### src/rtl/imm_encoder_pkg.sv
`default_nettype none
// ---------------------------------------------------------------------------
// imm_encoder_pkg : RV32I immediate format codes, field widths, format masks
// Rev 1.0
// ---------------------------------------------------------------------------
package imm_encoder_pkg;

    localparam int VAL_W       = 32;
    localparam int IMM_FIELD_W = 25;
    localparam int ERR_CNT_W   = 16;

    typedef enum logic [2:0] {
        IMM_I = 3'b000,
        IMM_S = 3'b001,
        IMM_B = 3'b010,
        IMM_J = 3'b011,
        IMM_U = 3'b100
    } imm_sel_e;

    // Bit positions of instr[31:7] that carry immediate bits, per format
    localparam logic [IMM_FIELD_W-1:0] MASK_I  = 25'h1FFE000;
    localparam logic [IMM_FIELD_W-1:0] MASK_SB = 25'h1FC001F;
    localparam logic [IMM_FIELD_W-1:0] MASK_JU = 25'h1FFFFE0;

endpackage
`default_nettype wire

### src/rtl/imm_encoder_if.sv
`default_nettype none
// ---------------------------------------------------------------------------
// imm_encoder_if : valid/ready input and output channels plus error counter
// Rev 1.0
// ---------------------------------------------------------------------------
interface imm_encoder_if;
    import imm_encoder_pkg::*;

    logic                   in_valid;
    logic                   in_ready;
    logic [VAL_W-1:0]       ImmExt;
    logic [2:0]             ImmSel;
    logic                   out_valid;
    logic                   out_ready;
    logic [IMM_FIELD_W-1:0] imm;
    logic [IMM_FIELD_W-1:0] imm_mask;
    logic                   imm_err;
    logic [ERR_CNT_W-1:0]   err_cnt;
    logic                   err_clr;

    modport master (
        output in_valid, ImmExt, ImmSel, out_ready, err_clr,
        input  in_ready, out_valid, imm, imm_mask, imm_err, err_cnt
    );

    modport slave (
        input  in_valid, ImmExt, ImmSel, out_ready, err_clr,
        output in_ready, out_valid, imm, imm_mask, imm_err, err_cnt
    );

endinterface
`default_nettype wire

### src/rtl/imm_pack.sv
`default_nettype none
// ---------------------------------------------------------------------------
// imm_pack : combinational scatter of a value into instr[31:7] + range check
// Rev 1.0
// ---------------------------------------------------------------------------
module imm_pack
    import imm_encoder_pkg::*;
(
    input  wire logic [VAL_W-1:0]       val,
    input  wire logic [2:0]             sel,
    output logic      [IMM_FIELD_W-1:0] imm,
    output logic      [IMM_FIELD_W-1:0] imm_mask,
    output logic                        imm_err
);

    logic                   w_hi11_same;
    logic                   w_hi12_same;
    logic                   w_hi20_same;
    logic [IMM_FIELD_W-1:0] w_field;
    logic                   w_ok;

    // Sign-extension checks: the bits above the top encoded bit must replicate it
    assign w_hi11_same = (val[31:11] == '0) || (val[31:11] == '1);
    assign w_hi12_same = (val[31:12] == '0) || (val[31:12] == '1);
    assign w_hi20_same = (val[31:20] == '0) || (val[31:20] == '1);

    always_comb begin
        w_field  = '0;
        imm_mask = '0;
        w_ok     = 1'b0;
        case (sel)
            IMM_I: begin
                w_field[24:13] = val[11:0];
                imm_mask       = MASK_I;
                w_ok           = w_hi11_same;
            end
            IMM_S: begin
                w_field[24:18] = val[11:5];
                w_field[4:0]   = val[4:0];
                imm_mask       = MASK_SB;
                w_ok           = w_hi11_same;
            end
            IMM_B: begin
                w_field[24]    = val[12];
                w_field[23:18] = val[10:5];
                w_field[4:1]   = val[4:1];
                w_field[0]     = val[11];
                imm_mask       = MASK_SB;
                w_ok           = w_hi12_same && !val[0];
            end
            IMM_J: begin
                w_field[24]    = val[20];
                w_field[23:14] = val[10:1];
                w_field[13]    = val[11];
                w_field[12:5]  = val[19:12];
                imm_mask       = MASK_JU;
                w_ok           = w_hi20_same && !val[0];
            end
            IMM_U: begin
                w_field[24:5]  = val[31:12];
                imm_mask       = MASK_JU;
                w_ok           = (val[11:0] == '0);
            end
            default: begin
                w_ok = 1'b0;
            end
        endcase
        imm     = w_ok ? w_field : '0;
        imm_err = !w_ok;
    end

endmodule
`default_nettype wire

### src/rtl/imm_encoder.sv
`default_nettype none
// ---------------------------------------------------------------------------
// imm_encoder : two-stage valid/ready pipeline around imm_pack, error counter
// Rev 1.0
// ---------------------------------------------------------------------------
module imm_encoder
    import imm_encoder_pkg::*;
(
    input wire logic     clk,
    input wire logic     rst_n,
    imm_encoder_if.slave bus
);

    logic                   r_s1_valid;
    logic [VAL_W-1:0]       r_s1_val;
    logic [2:0]             r_s1_sel;
    logic                   r_s2_valid;
    logic [IMM_FIELD_W-1:0] r_imm;
    logic [IMM_FIELD_W-1:0] r_imm_mask;
    logic                   r_imm_err;
    logic [ERR_CNT_W-1:0]   r_err_cnt;

    logic                   w_s1_ready;
    logic                   w_s2_ready;
    logic                   w_out_xfer;
    logic [IMM_FIELD_W-1:0] w_pk_imm;
    logic [IMM_FIELD_W-1:0] w_pk_mask;
    logic                   w_pk_err;

    assign w_s2_ready = !r_s2_valid || bus.out_ready;
    assign w_s1_ready = !r_s1_valid || w_s2_ready;
    assign w_out_xfer = r_s2_valid && bus.out_ready;

    // Held high while reset is asserted; no word is captured then anyway
    assign bus.in_ready  = w_s1_ready || !rst_n;
    assign bus.out_valid = r_s2_valid;
    assign bus.imm       = r_imm;
    assign bus.imm_mask  = r_imm_mask;
    assign bus.imm_err   = r_imm_err;
    assign bus.err_cnt   = r_err_cnt;

    always_ff @(posedge clk) begin
        if (!rst_n) begin
            r_s1_valid <= 1'b0;
            r_s1_val   <= '0;
            r_s1_sel   <= '0;
        end else if (w_s1_ready) begin
            r_s1_valid <= bus.in_valid;
            if (bus.in_valid) begin
                r_s1_val <= bus.ImmExt;
                r_s1_sel <= bus.ImmSel;
            end
        end
    end

    imm_pack u_imm_pack (
        .val      (r_s1_val),
        .sel      (r_s1_sel),
        .imm      (w_pk_imm),
        .imm_mask (w_pk_mask),
        .imm_err  (w_pk_err)
    );

    always_ff @(posedge clk) begin
        if (!rst_n) begin
            r_s2_valid <= 1'b0;
            r_imm      <= '0;
            r_imm_mask <= '0;
            r_imm_err  <= 1'b0;
        end else if (w_s2_ready) begin
            r_s2_valid <= r_s1_valid;
            if (r_s1_valid) begin
                r_imm      <= w_pk_imm;
                r_imm_mask <= w_pk_mask;
                r_imm_err  <= w_pk_err;
            end
        end
    end

    // Clear has priority over a coincident errored delivery
    always_ff @(posedge clk) begin
        if (!rst_n) begin
            r_err_cnt <= '0;
        end else if (bus.err_clr) begin
            r_err_cnt <= '0;
        end else if (w_out_xfer && r_imm_err && (r_err_cnt != '1)) begin
            r_err_cnt <= r_err_cnt + ERR_CNT_W'(1);
        end
    end

endmodule
`default_nettype wire

### src/flat_wrapper.sv
// flat-port wrapper written by rule: the top's interface ports become plain ports
module imm_encoder_flat import imm_encoder_pkg::*;
  (clk, rst_n, bus_in_valid, bus_ImmExt, bus_ImmSel, bus_out_ready, bus_err_clr, bus_in_ready, bus_out_valid, bus_imm, bus_imm_mask, bus_imm_err, bus_err_cnt);
  imm_encoder_if bus_i ();
  input wire logic clk;
  input wire logic rst_n;
  input wire logic [$bits(bus_i.in_valid)-1:0] bus_in_valid;
  input wire logic [$bits(bus_i.ImmExt)-1:0] bus_ImmExt;
  input wire logic [$bits(bus_i.ImmSel)-1:0] bus_ImmSel;
  input wire logic [$bits(bus_i.out_ready)-1:0] bus_out_ready;
  input wire logic [$bits(bus_i.err_clr)-1:0] bus_err_clr;
  output wire logic [$bits(bus_i.in_ready)-1:0] bus_in_ready;
  output wire logic [$bits(bus_i.out_valid)-1:0] bus_out_valid;
  output wire logic [$bits(bus_i.imm)-1:0] bus_imm;
  output wire logic [$bits(bus_i.imm_mask)-1:0] bus_imm_mask;
  output wire logic [$bits(bus_i.imm_err)-1:0] bus_imm_err;
  output wire logic [$bits(bus_i.err_cnt)-1:0] bus_err_cnt;
  assign bus_i.in_valid = bus_in_valid;
  assign bus_i.ImmExt = bus_ImmExt;
  assign bus_i.ImmSel = bus_ImmSel;
  assign bus_i.out_ready = bus_out_ready;
  assign bus_i.err_clr = bus_err_clr;
  assign bus_in_ready = bus_i.in_ready;
  assign bus_out_valid = bus_i.out_valid;
  assign bus_imm = bus_i.imm;
  assign bus_imm_mask = bus_i.imm_mask;
  assign bus_imm_err = bus_i.imm_err;
  assign bus_err_cnt = bus_i.err_cnt;
  imm_encoder u_core (.clk(clk), .rst_n(rst_n), .bus(bus_i));
endmodule
### config.mk
export PLATFORM = sky130hd
export DESIGN_NAME = imm_encoder_flat
export DESIGN_NICKNAME = d
export VERILOG_FILES = /design/src/rtl/imm_encoder_pkg.sv /design/src/rtl/imm_encoder_if.sv /design/src/rtl/imm_pack.sv /design/src/rtl/imm_encoder.sv /design/src/flat_wrapper.sv
export SDC_FILE = /design/constraint.sdc
export NUM_CORES = 1
export LEC_CHECK = 0
export BUFFER_PORTS_ARGS = -buffer_cell sky130_fd_sc_hd__buf_2
export CORE_MARGIN = 8
export CORE_UTILIZATION = 30
export DETAILED_ROUTE_END_ITERATION = 10
export GPL_ROUTABILITY_DRIVEN = 1
export GPL_TIMING_DRIVEN = 0
export SETUP_SLACK_MARGIN = 0.4
export SYNTH_ARGS = -nofsm -noshare
export SYNTH_HDL_FRONTEND = slang
export SYNTH_HIERARCHICAL = 1
export SYNTH_SLANG_ARGS = --single-unit
### constraint.sdc
create_clock -name clk -period 3.9 [get_ports clk]
set_input_delay 0.585 -clock clk [delete_from_list [all_inputs] [get_ports clk]]
set_output_delay 0.585 -clock clk [all_outputs]
set_load 0.02 [all_outputs]
==> results.toml, run 1 <==
[die]
initial_core_util_pct = 30.6
placementRows = 47
chipWidth_um = 146
ios = 109
core_mm2 = 0.0165
die-area_mm2 = 0.0213
die_y_um = 146

[routing]
highest_layer = "met4"
vias_per_cell = 4.73
drc = 0
wire_per_inst_um = 15.0
drt_iter0_markers = 198
postRouteAntennaNets = 0
wl_met1_mm = 6.67
dr.pass1.iters = 5
wl_met2_mm = 6.73
wl_met3_um = 832
drt-total-wl_mm = 14.4
vias = 4553

[timing]
skew_ns = 0.00631
post-route-period-util_pct = 58.7
tightest_slew_ns = 0.863
fmax_mhz = 437
slew_headroom_pct = 41.9
period_needed_ns = 2.29
setup_viol = 0
maxSlewViolCount = 0
fin_setup_tns_ns = 0
hold_viol = 0
rsz0062_at_grt = "no"

[flow_run]
maxCapViolCount = 0

[place]
post-dp-hpwl_mm = 10.9
io_buffer_count = 107
gp_congestion = 0.830

[power]
ir_drop_mv = 0.206
leakage_nw = 2.38
p_per_area_mw_per_mm2 = 378
switchingPower_w = 0.000596
comb_power_share_pct = 11.5
seqPwrFrac_pct = 48.4
power_w = 0.00234
p_clk_share_pct = 40.1
p_int_w = 0.00174
p_sw_share_pct = 25.5

[final_layout]
antenna_cells = 0
layout_commonest_cell = "nand2_1"
nNetsFinal = 778
area.growth.synth_to_final_pct = 22.2
drive_gt1_share_pct = 24.4
layout_common_cells = "199 x nand2_1, 109 x buf_2, 104 x dfxtp_1"

[grt]
grt_pass1_vias = 4487
grt_max_degree = 17
antenna_found_initial = 0
grt-ovfl-total = 0
track_usage_pct = 13.6
grt_pass1_wl_mm = 23.5

[critical_path]
crit_slowest_cell = "clkbuf_1"
crit_fanout = 16
cpMostUsedCell = "nand2_1"
cp-start-kind = "flop"
cp-end-kind = "flop"
crit_buf_inv = 2
worst_ep_arrival_time_ns = 2.56
path_class = "flop to flop"
cp_data_required_time_ns = 4.18
worstPathCellList = "buf_8 -> nor3b_1 -> or2_1 -> clkbuf_1 -> nand2_1 -> nor3_2 -> nand2_1 -> a21boi_0"
max_stage_delay_ns = 0.56
cp_top_family = "simple AND/OR/NAND/NOR gates"

[cts]
postCtsSetupBuffers = 0
root_buffer = "clkbuf_16"
htreeDepth = 3
cts_resized = 0
clock_latency_ns = 0.35
cts_buffers = 9
clk_pin_slew_worst_paths_ns = 0.07
cts_hold_buf = 0
cts_max_path_buffers = 2
numClockSinks = 104
tritoncts = "done"

[synthesis]
synthFlopType = "dfxtp_1"
yosysSeqAreaShare_pct = 41.2
netlist_instances = 619
synth_fp_nets = 660
synth_area_mm2 = 0.00505
yosysUniqueCellTypes = 53
synth-edff-count = 0
ys_warn_count = 6
synth.avg_cell_area_um2 = 8.16
synthArstFlopShare_pct = 0
ys_ff_latch = 104

[status]
status = "finished, final reports clean"

[hold_path]
min_path_type = "flop to flop"
[sequential cells by signal, summed over array words and instances, names as in the netlist]
signal,flops
u_core/r_s1_val,32
u_core/bus.out_valid,1
u_core/r_s1_sel,3
u_core/bus.err_cnt,16
u_core/bus.imm_mask,25
u_core/bus.imm_err,1
u_core/bus.imm,25
u_core/r_s1_valid,1
[worst register-to-register path, delay by kind of cell (launching register included)]
family	cells	cell delay, ns
flip-flops	1	0.36
AO/OA/AOI/OAI	1	0.16
AND/OR/NAND/NOR	5	1.00
buffers and inverters	2	0.69
[power by group through the flow]
stage	logic [W]	registers [W]	clock network (W)
after floorplan	0.000171	0.00116	0
after global placement	0.000272	0.00115	0
after detailed placement	0.000273	0.00116	0
after CTS	0.000274	0.00113	0.000967
after global routing	0.000301	0.00113	0.00101
final	0.000269	0.00113	0.000936
[final timing paths]
path              cells past startpoint                      end  slack [ns]               startpoint
hold / removal                        2  u_core/bus.imm_mask[12]        0.46  u_core/bus.imm_mask[12]
setup / recovery                      8       u_core/bus.imm[12]        1.61       u_core/r_s1_sel[2]
setup reg to reg                      8       u_core/bus.imm[12]        1.61       u_core/r_s1_sel[2]
hold reg to reg                       2  u_core/bus.imm_mask[12]        0.46  u_core/bus.imm_mask[12]
[logic make-up after synthesis]
family                   share of synthesized area (%)
AND/OR/NAND/NOR                                   30.1
AO/OA/AOI/OAI                                     19.6
flip-flops                                        41.2
buffers and inverters                             7.55
multiplexers                                     0.991
XOR/XNOR                                         0.347
adder cells (fa/ha/maj)                          0.248
[cell type report]
cell class	count	area, µm²
fill	1751	10400
multi-input combinational	446	2590
sequential	104	2080
timing repair buffer	107	536
buffer	64	363
tap	220	275
clock buffer	12	256
clock inverter	4	52.6
inverter	5	18.8
[routing by layer]
metal / vias to the layer above / track usage, %
met4: 0 / 3.96
met1: 2110 / 16.7
met5: - / 0
met2: 100 / 22.6
met3: 12 / 3.82
li1: 2331 / -
[cells in the mapped netlist (6+ instances only)]
cell type  number  area, µm²
nor3_1          9       45.0
nor4_1         11       68.8
dfxtp_1       104       2080
nor3_2         20        200
a21boi_0       86        646
nand2b_1        6       37.5
nand2_1       199        747
buf_4          23        173
a21oi_1        17       85.1
nand4_1         9       56.3
clkbuf_1       35        131
nor2_1          8       30.0
nand3_1        10       50.1
nor2b_1        11       68.8
[metrics by stage]
| step | util [%] | instance area [µm²] | std cells | hold slack, ns | setup slack, ns |
|---|---|---|---|---|---|
| after floorplan | - | 5050 | 619 | 0.452 | 2.04 |
| after global placement | 35.5 | 5860 | 946 | 0.453 | 1.52 |
| after detailed placement | 35.5 | 5860 | 946 | 0.454 | 1.49 |
| after CTS | 37.4 | 6170 | 962 | 0.461 | 1.53 |
| after global routing | 37.4 | 6170 | 962 | 0.478 | 1.37 |
| final | 37.4 | 6170 | 962 | 0.459 | 1.61 |
Note: power is estimated with default switching activity, not from simulation.
==> run 2: changes to the inputs <==
- clock period: 3.9 -> 1.9 ns (I/O delays scaled with it)
==> run 2 against run 1 <==
Against the previous run: the flow now finishes with violations (setup timing); cell count rose by 3.8%; count of clock-buffer cells in the layout is 1 higher; flip-flop and latch count stayed put; fmax grew 13%; via count grew 3.0%; register-to-register slack got worse by 1.7 ns; routed wire length grew 6.1%; die area unchanged; worst hold slack got worse by 0.28 ns; combinational power up 150%; setup slack got worse by 1.7 ns; critical path type unchanged.
==> results.toml, run 2 (same netlist as run 1, synthesis figures left out) <==
[status]
status = "complete, but fails checks"
violations = "setup timing"

[timing]
tightest_slew_ns = 0.578
period_needed_ns = 2.03
rsz0062_at_grt = "yes"
post-route-period-util_pct = 107
worst_slack_ns = -0.134
hold_viol = 0
setup_viol = 25
slew_headroom_pct = 61.5
whs_ns = 0.175
maxSlewViolCount = 0
skew_ns = 0.00775
fmax_mhz = 492

[critical_path]
rrSetupSlack_ns = -0.13
path_class = "flop to flop"
worstPathCellList = "buf_8 -> or3_4 -> o41ai_4 -> buf_6 -> nor4_4 -> buf_4 -> buf_6 -> nor3_2 -> nand2_1 -> a21boi_0"
cp-end-kind = "flop"
r2r_start = "u_core/r_s1_sel[2]"
reg2reg_depth = 10
max_stage_delay_ns = 0.39
r2r_end = "u_core/bus.imm[12]"
cpMostUsedCell = "buf_6"
cp_data_required_time_ns = 2.18
cp-start-kind = "flop"
crit_fanout = 10
worst_ep_arrival_time_ns = 2.31
worstSetupStartpoint = "u_core/r_s1_sel[2]"
crit_slowest_cell = "or3_4"

[final_layout]
fin_area_mm2 = 0.00695
fillerInstances = 1730
layout_commonest_cell = "nand2_1"
antenna_cells = 0
area.growth.synth_to_final_pct = 37.5
largest_reg_flops = 32
regMostFlops = "u_core/r_s1_val"
drive_gt1_share_pct = 38.3
nNetsFinal = 815
layout_common_cells = "198 x nand2_1, 106 x buf_2, 84 x dfxtp_1"

[die]
die_y_um = 146
ios = 109
core_mm2 = 0.0165
initial_core_util_pct = 30.6
placementRows = 47
chipWidth_um = 146
die-area_mm2 = 0.0213

[hold_path]
whs_path_depth = 3
min-delay-start = "bus_ImmSel[2]"
min_to = "u_core/r_s1_sel[2]"
min_path_type = "primary input to flop"

[cts]
cts_hold_buf = 0
numClockSinks = 104
htreeDepth = 3
clock_latency_ns = 0.35
cts_max_path_buffers = 2
tritoncts = "done"
root_buffer = "clkbuf_16"
cts_buffers = 9
clk_pin_slew_worst_paths_ns = 0.07

[routing]
drt-total-wl_mm = 15.3
vias = 4691
wire_per_inst_um = 15.3
vias_per_cell = 4.70
dr.pass1.iters = 4
drc = 0
drt_iter0_markers = 202
postRouteAntennaNets = 0

[power]
comb_power_share_pct = 13.8
p_clk_share_pct = 38.8
leakage_nw = 2.82
seqPwrFrac_pct = 47.4
p_int_w = 0.00362
p_sw_share_pct = 25.6
switchingPower_w = 0.00125
ir_drop_mv = 0.461
p_per_area_mw_per_mm2 = 701

[place]
gp_congestion = 0.816
post_dp_cell_area_mm2 = 0.00595
post-dp-hpwl_mm = 10.7
io_buffer_count = 107

[grt]
grt-ovfl-total = 0
grt_pass1_wl_mm = 24.4
track_usage_pct = 14.2
antenna_found_initial = 0
grt_pass1_vias = 4736
grt_max_degree = 17

[flow_run]
maxCapViolCount = 0
[run 2: cell count changes in the layout (fill, tap and decap cells not counted), moves of 7 or more]
cell      change
dfxtp_4      +10
dfxtp_1      -20
clkbuf_1     -21
a21boi_0     -27
buf_6        +15
buf_4        +31
clkbuf_4      +7
a21boi_1     +25
dfxtp_2      +10
[run 2: layer usage]
metal  track usage, %  share of wire (%)  routed length [µm]  vias to the layer above
li1                 -                  -                   -                     2403
met1             17.2                 46                7000                     2180
met2             23.9                 48                7320                       94
met3             3.82                4.7                 723                       14
met4             4.84                1.5                 222                        0
met5                0                  0                   0                        -
[run 2: stage by stage]
step,power (W),cells,util (%),worst slack (ns),setup TNS (ns)
floorplan,0.00272,619,-,0.0395,0
CTS,0.00492,987,40.1,-0.130,-2.57
detailed placement,0.00292,946,36.0,-0.314,-8.96
global route,0.00511,999,42.0,-0.249,-5.18
finish,0.00487,999,42.0,-0.134,-2.55
global placement,0.00291,946,36.0,-0.319,-8.07
[run 2: area by class of cell]
type                            instances  area (µm²)  share of cell area, %
Buffer                                 64         460                   6.63
Inverter                                5        18.8                  0.270
Timing Repair Buffer                  143         858                   12.4
Clock inverter                          3        40.0                  0.576
Multi-Input combinational cell        447        2900                   41.8
Sequential cell                       104        2130                   30.7
Tap cell                              220         275                   3.96
Clock buffer                           13         260                   3.75
[run 2: power groups by stage]
stage	combinational [W]	clock [W]	sequential (W)
3_3_place_gp	0.000559	0	0.00235
4_1_cts	0.000639	0.00197	0.00231
2_1_floorplan	0.000353	0	0.00237
3_5_place_dp	0.000563	0	0.00236
6_report	0.000670	0.00189	0.00231
5_1_grt	0.000737	0.00205	0.00232
[run 2: timing repair]
| item | 4_1_cts | 5_1_grt |
|---|---|---|
| pin swaps | 22 | 20 |
| setup buffers | 22 | 12 |
| gates resized for setup | 87 | 71 |
| gates cloned | 3 | 0 |
| endpoints found under the setup margin | 97 | 97 |
[run 2: critical path: cells and delay by family, from the launching register on]
| family | cells | cell delay [ns] |
|---|---|---|
| flops | 1 | 0.33 |
| compound gates | 2 | 0.37 |
| buf+inv | 4 | 0.59 |
| simple gates | 4 | 0.67 |
[run 2: how the worst max path moves through the flow]
stage | endpoint | slack (ns) | cells past startpoint
2_1_floorplan | u_core/bus.imm[10] | 0.04 | 9
3_3_place_gp | u_core/bus.imm[0] | -0.32 | 8
3_5_place_dp | u_core/bus.imm[0] | -0.31 | 8
4_1_cts | u_core/bus.imm[10] | -0.13 | 9
5_1_grt | u_core/bus.imm[16] | -0.25 | 10
6_report | u_core/bus.imm[12] | -0.13 | 10
==> run 3: changes to the inputs <==
- CORE_UTILIZATION: 30 -> 45
- PLACE_DENSITY: unset -> 0.71
==> run 3 against run 2 <==
Against the previous run: non-clock buffer count increased by 3; global-route usage is 5.1 points higher; routed wire length is 2.5% lower; die area down 30%; fmax grew 1.0%; core utilization grew 20 points; count of clock-buffer cells in the layout down 1; critical path depth decreased by 2; clock power down 26%; the flow still finishes with violations (setup timing); first-iteration DRC count increased by 82%; via count rose by 5.0%; largest power group unchanged; setup slack better by 0.021 ns.
==> results.toml, run 3 (same netlist as run 1, synthesis figures left out) <==
[timing]
post-route-period-util_pct = 106
period_needed_ns = 2.01
skew_ns = 0.0188
worst_slack_ns = -0.113
rsz0062_at_grt = "yes"
slew_headroom_pct = 60.1
fmax_mhz = 497
hold_viol = 0
whs_ns = 0.142
setup_viol = 22
tightest_slew_ns = 0.594
maxSlewViolCount = 0

[cts]
cts_buffers = 9
cts_max_path_buffers = 2
cts_hold_buf = 0
root_buffer = "clkbuf_8"
tritoncts = "done"
numClockSinks = 104
clock_latency_ns = 0.37
htreeDepth = 3
clk_pin_slew_worst_paths_ns = 0.10

[power]
p_per_area_mw_per_mm2 = 643
power_w = 0.00437
leakage_nw = 2.77
ir_drop_mv = 0.368

[routing]
postRouteAntennaNets = 0
vias_per_cell = 5.34
wire_per_inst_um = 16.1
drt-total-wl_mm = 14.9
vias = 4927
dr.pass1.iters = 5
drc = 0
drt_iter0_markers = 367

[final_layout]
area.growth.synth_to_final_pct = 34.4
drive_gt1_share_pct = 39.5
largest_reg_flops = 32
nNetsFinal = 819
layout_common_cells = "199 x nand2_1, 107 x buf_2, 75 x dfxtp_1"
regMostFlops = "u_core/r_s1_val"
layout_commonest_cell = "nand2_1"
antenna_cells = 0

[hold_path]
min_path_type = "primary input to flop"

[critical_path]
max_stage_delay_ns = 0.37
worstPathCellList = "nor4_1 -> nand3_2 -> nor3_4 -> nor4_4 -> buf_6 -> nor3_4 -> nand2_1 -> a21boi_1"
crit_fanout = 6
path_class = "flop to flop"
worst_ep_arrival_time_ns = 2.32
cp-start-kind = "flop"
cp_data_required_time_ns = 2.21
crit_buf_inv = 1
cpMostUsedCell = "nor3_4"
crit_slowest_cell = "nor4_1"
cp-end-kind = "flop"
cp_top_family = "simple AND/OR/NAND/NOR gates"

[grt]
grt_pass1_vias = 4845
grt_pass1_wl_mm = 23.3
antenna_found_initial = 0
track_usage_pct = 19.3
grt-ovfl-total = 0
grt_max_degree = 17

[die]
initial_core_util_pct = 46.4
chipWidth_um = 122
core_mm2 = 0.0109
die-area_mm2 = 0.0149
placementRows = 38
die_y_um = 122
ios = 109

[status]
status = "complete, but fails checks"
violations = "setup timing"

[place]
place_ws_ns = -0.285
gp_congestion = 0.908
io_buffer_count = 107
post-dp-hpwl_mm = 10.3

[flow_run]
maxCapViolCount = 0
[run 3: cell count changes in the layout (fill, tap and decap cells not counted), moves of 2 or more]
cell	before	now
clkbuf_16	9	0
dfxtp_1	84	75
clkbuf_8	3	10
dfxtp_2	10	16
clkbuf_2	6	11
buf_4	54	51
dfxtp_4	10	13
buf_6	18	20
nor3_2	20	22
o311ai_4	0	2
o41ai_1	3	1
o41ai_2	0	2
[run 3: cell type report]
cell class	count	area [µm²]
clock buffer	12	145
buffer	64	428
inverter	5	18.8
sequential	104	2150
fill	901	4100
timing repair buffer	146	883
clock inverter	4	52.6
multi-input combinational	448	2940
tap	140	175
[run 3: timing repair]
item | CTS | global route
buffers inserted | 20 | 15
endpoints found under the hold margin | 0 | 0
gates resized for setup | 84 | 77
pin swaps | 33 | 33
setup endpoints to repair | 96 | 96
cloned | 6 | 0
[run 3: worst paths after layout]
kind / depth (start not counted) / slack [ns] / end / startpoint
max: 8 / -0.11 / u_core/bus.imm[16] / u_core/r_s1_val[22]
min: 3 / 0.14 / u_core/r_s1_val[29] / bus_ImmExt[29]
max reg2reg: 8 / -0.11 / u_core/bus.imm[16] / u_core/r_s1_val[22]
min reg2reg: 2 / 0.45 / u_core/bus.imm[14] / u_core/bus.imm[14]
[run 3: stage by stage]
step           std cells  TNS [ns]  cell area (µm²)  utilization [%]
2_1_floorplan        619         0             5140                -
3_3_place_gp         866     -4.95             5850             53.7
3_5_place_dp         866     -5.86             5850             53.7
4_1_cts              908     -2.26             6410             58.8
5_1_grt              923     -5.10             6790             62.4
6_report             923     -1.72             6790             62.4
[run 3: worst register-to-register path: stages, from the launching register on]
cell and delay, ns:
dfxtp_1 0.36, nor4_1 0.37, nand3_2 0.22, nor3_4 0.30
nor4_4 0.14, buf_6 0.17, nor3_4 0.17, nand2_1 0.09
a21boi_1 0.15
[run 3: metal layers]
metal	global-route usage, %	part of all wire [%]
met1	22.9	43
met2	33.5	49
met3	3.33	6.2
met4	8.33	2.5
met5	0	0
[run 3: report_power, final]
group	leakage [nW]	switching, W	total (W)	internal [W]
Sequential	0.864	0.0000741	0.00231	0.00224
Combinational	1.80	0.000372	0.000654	0.000283
Clock	0.101	0.000747	0.00140	0.000652
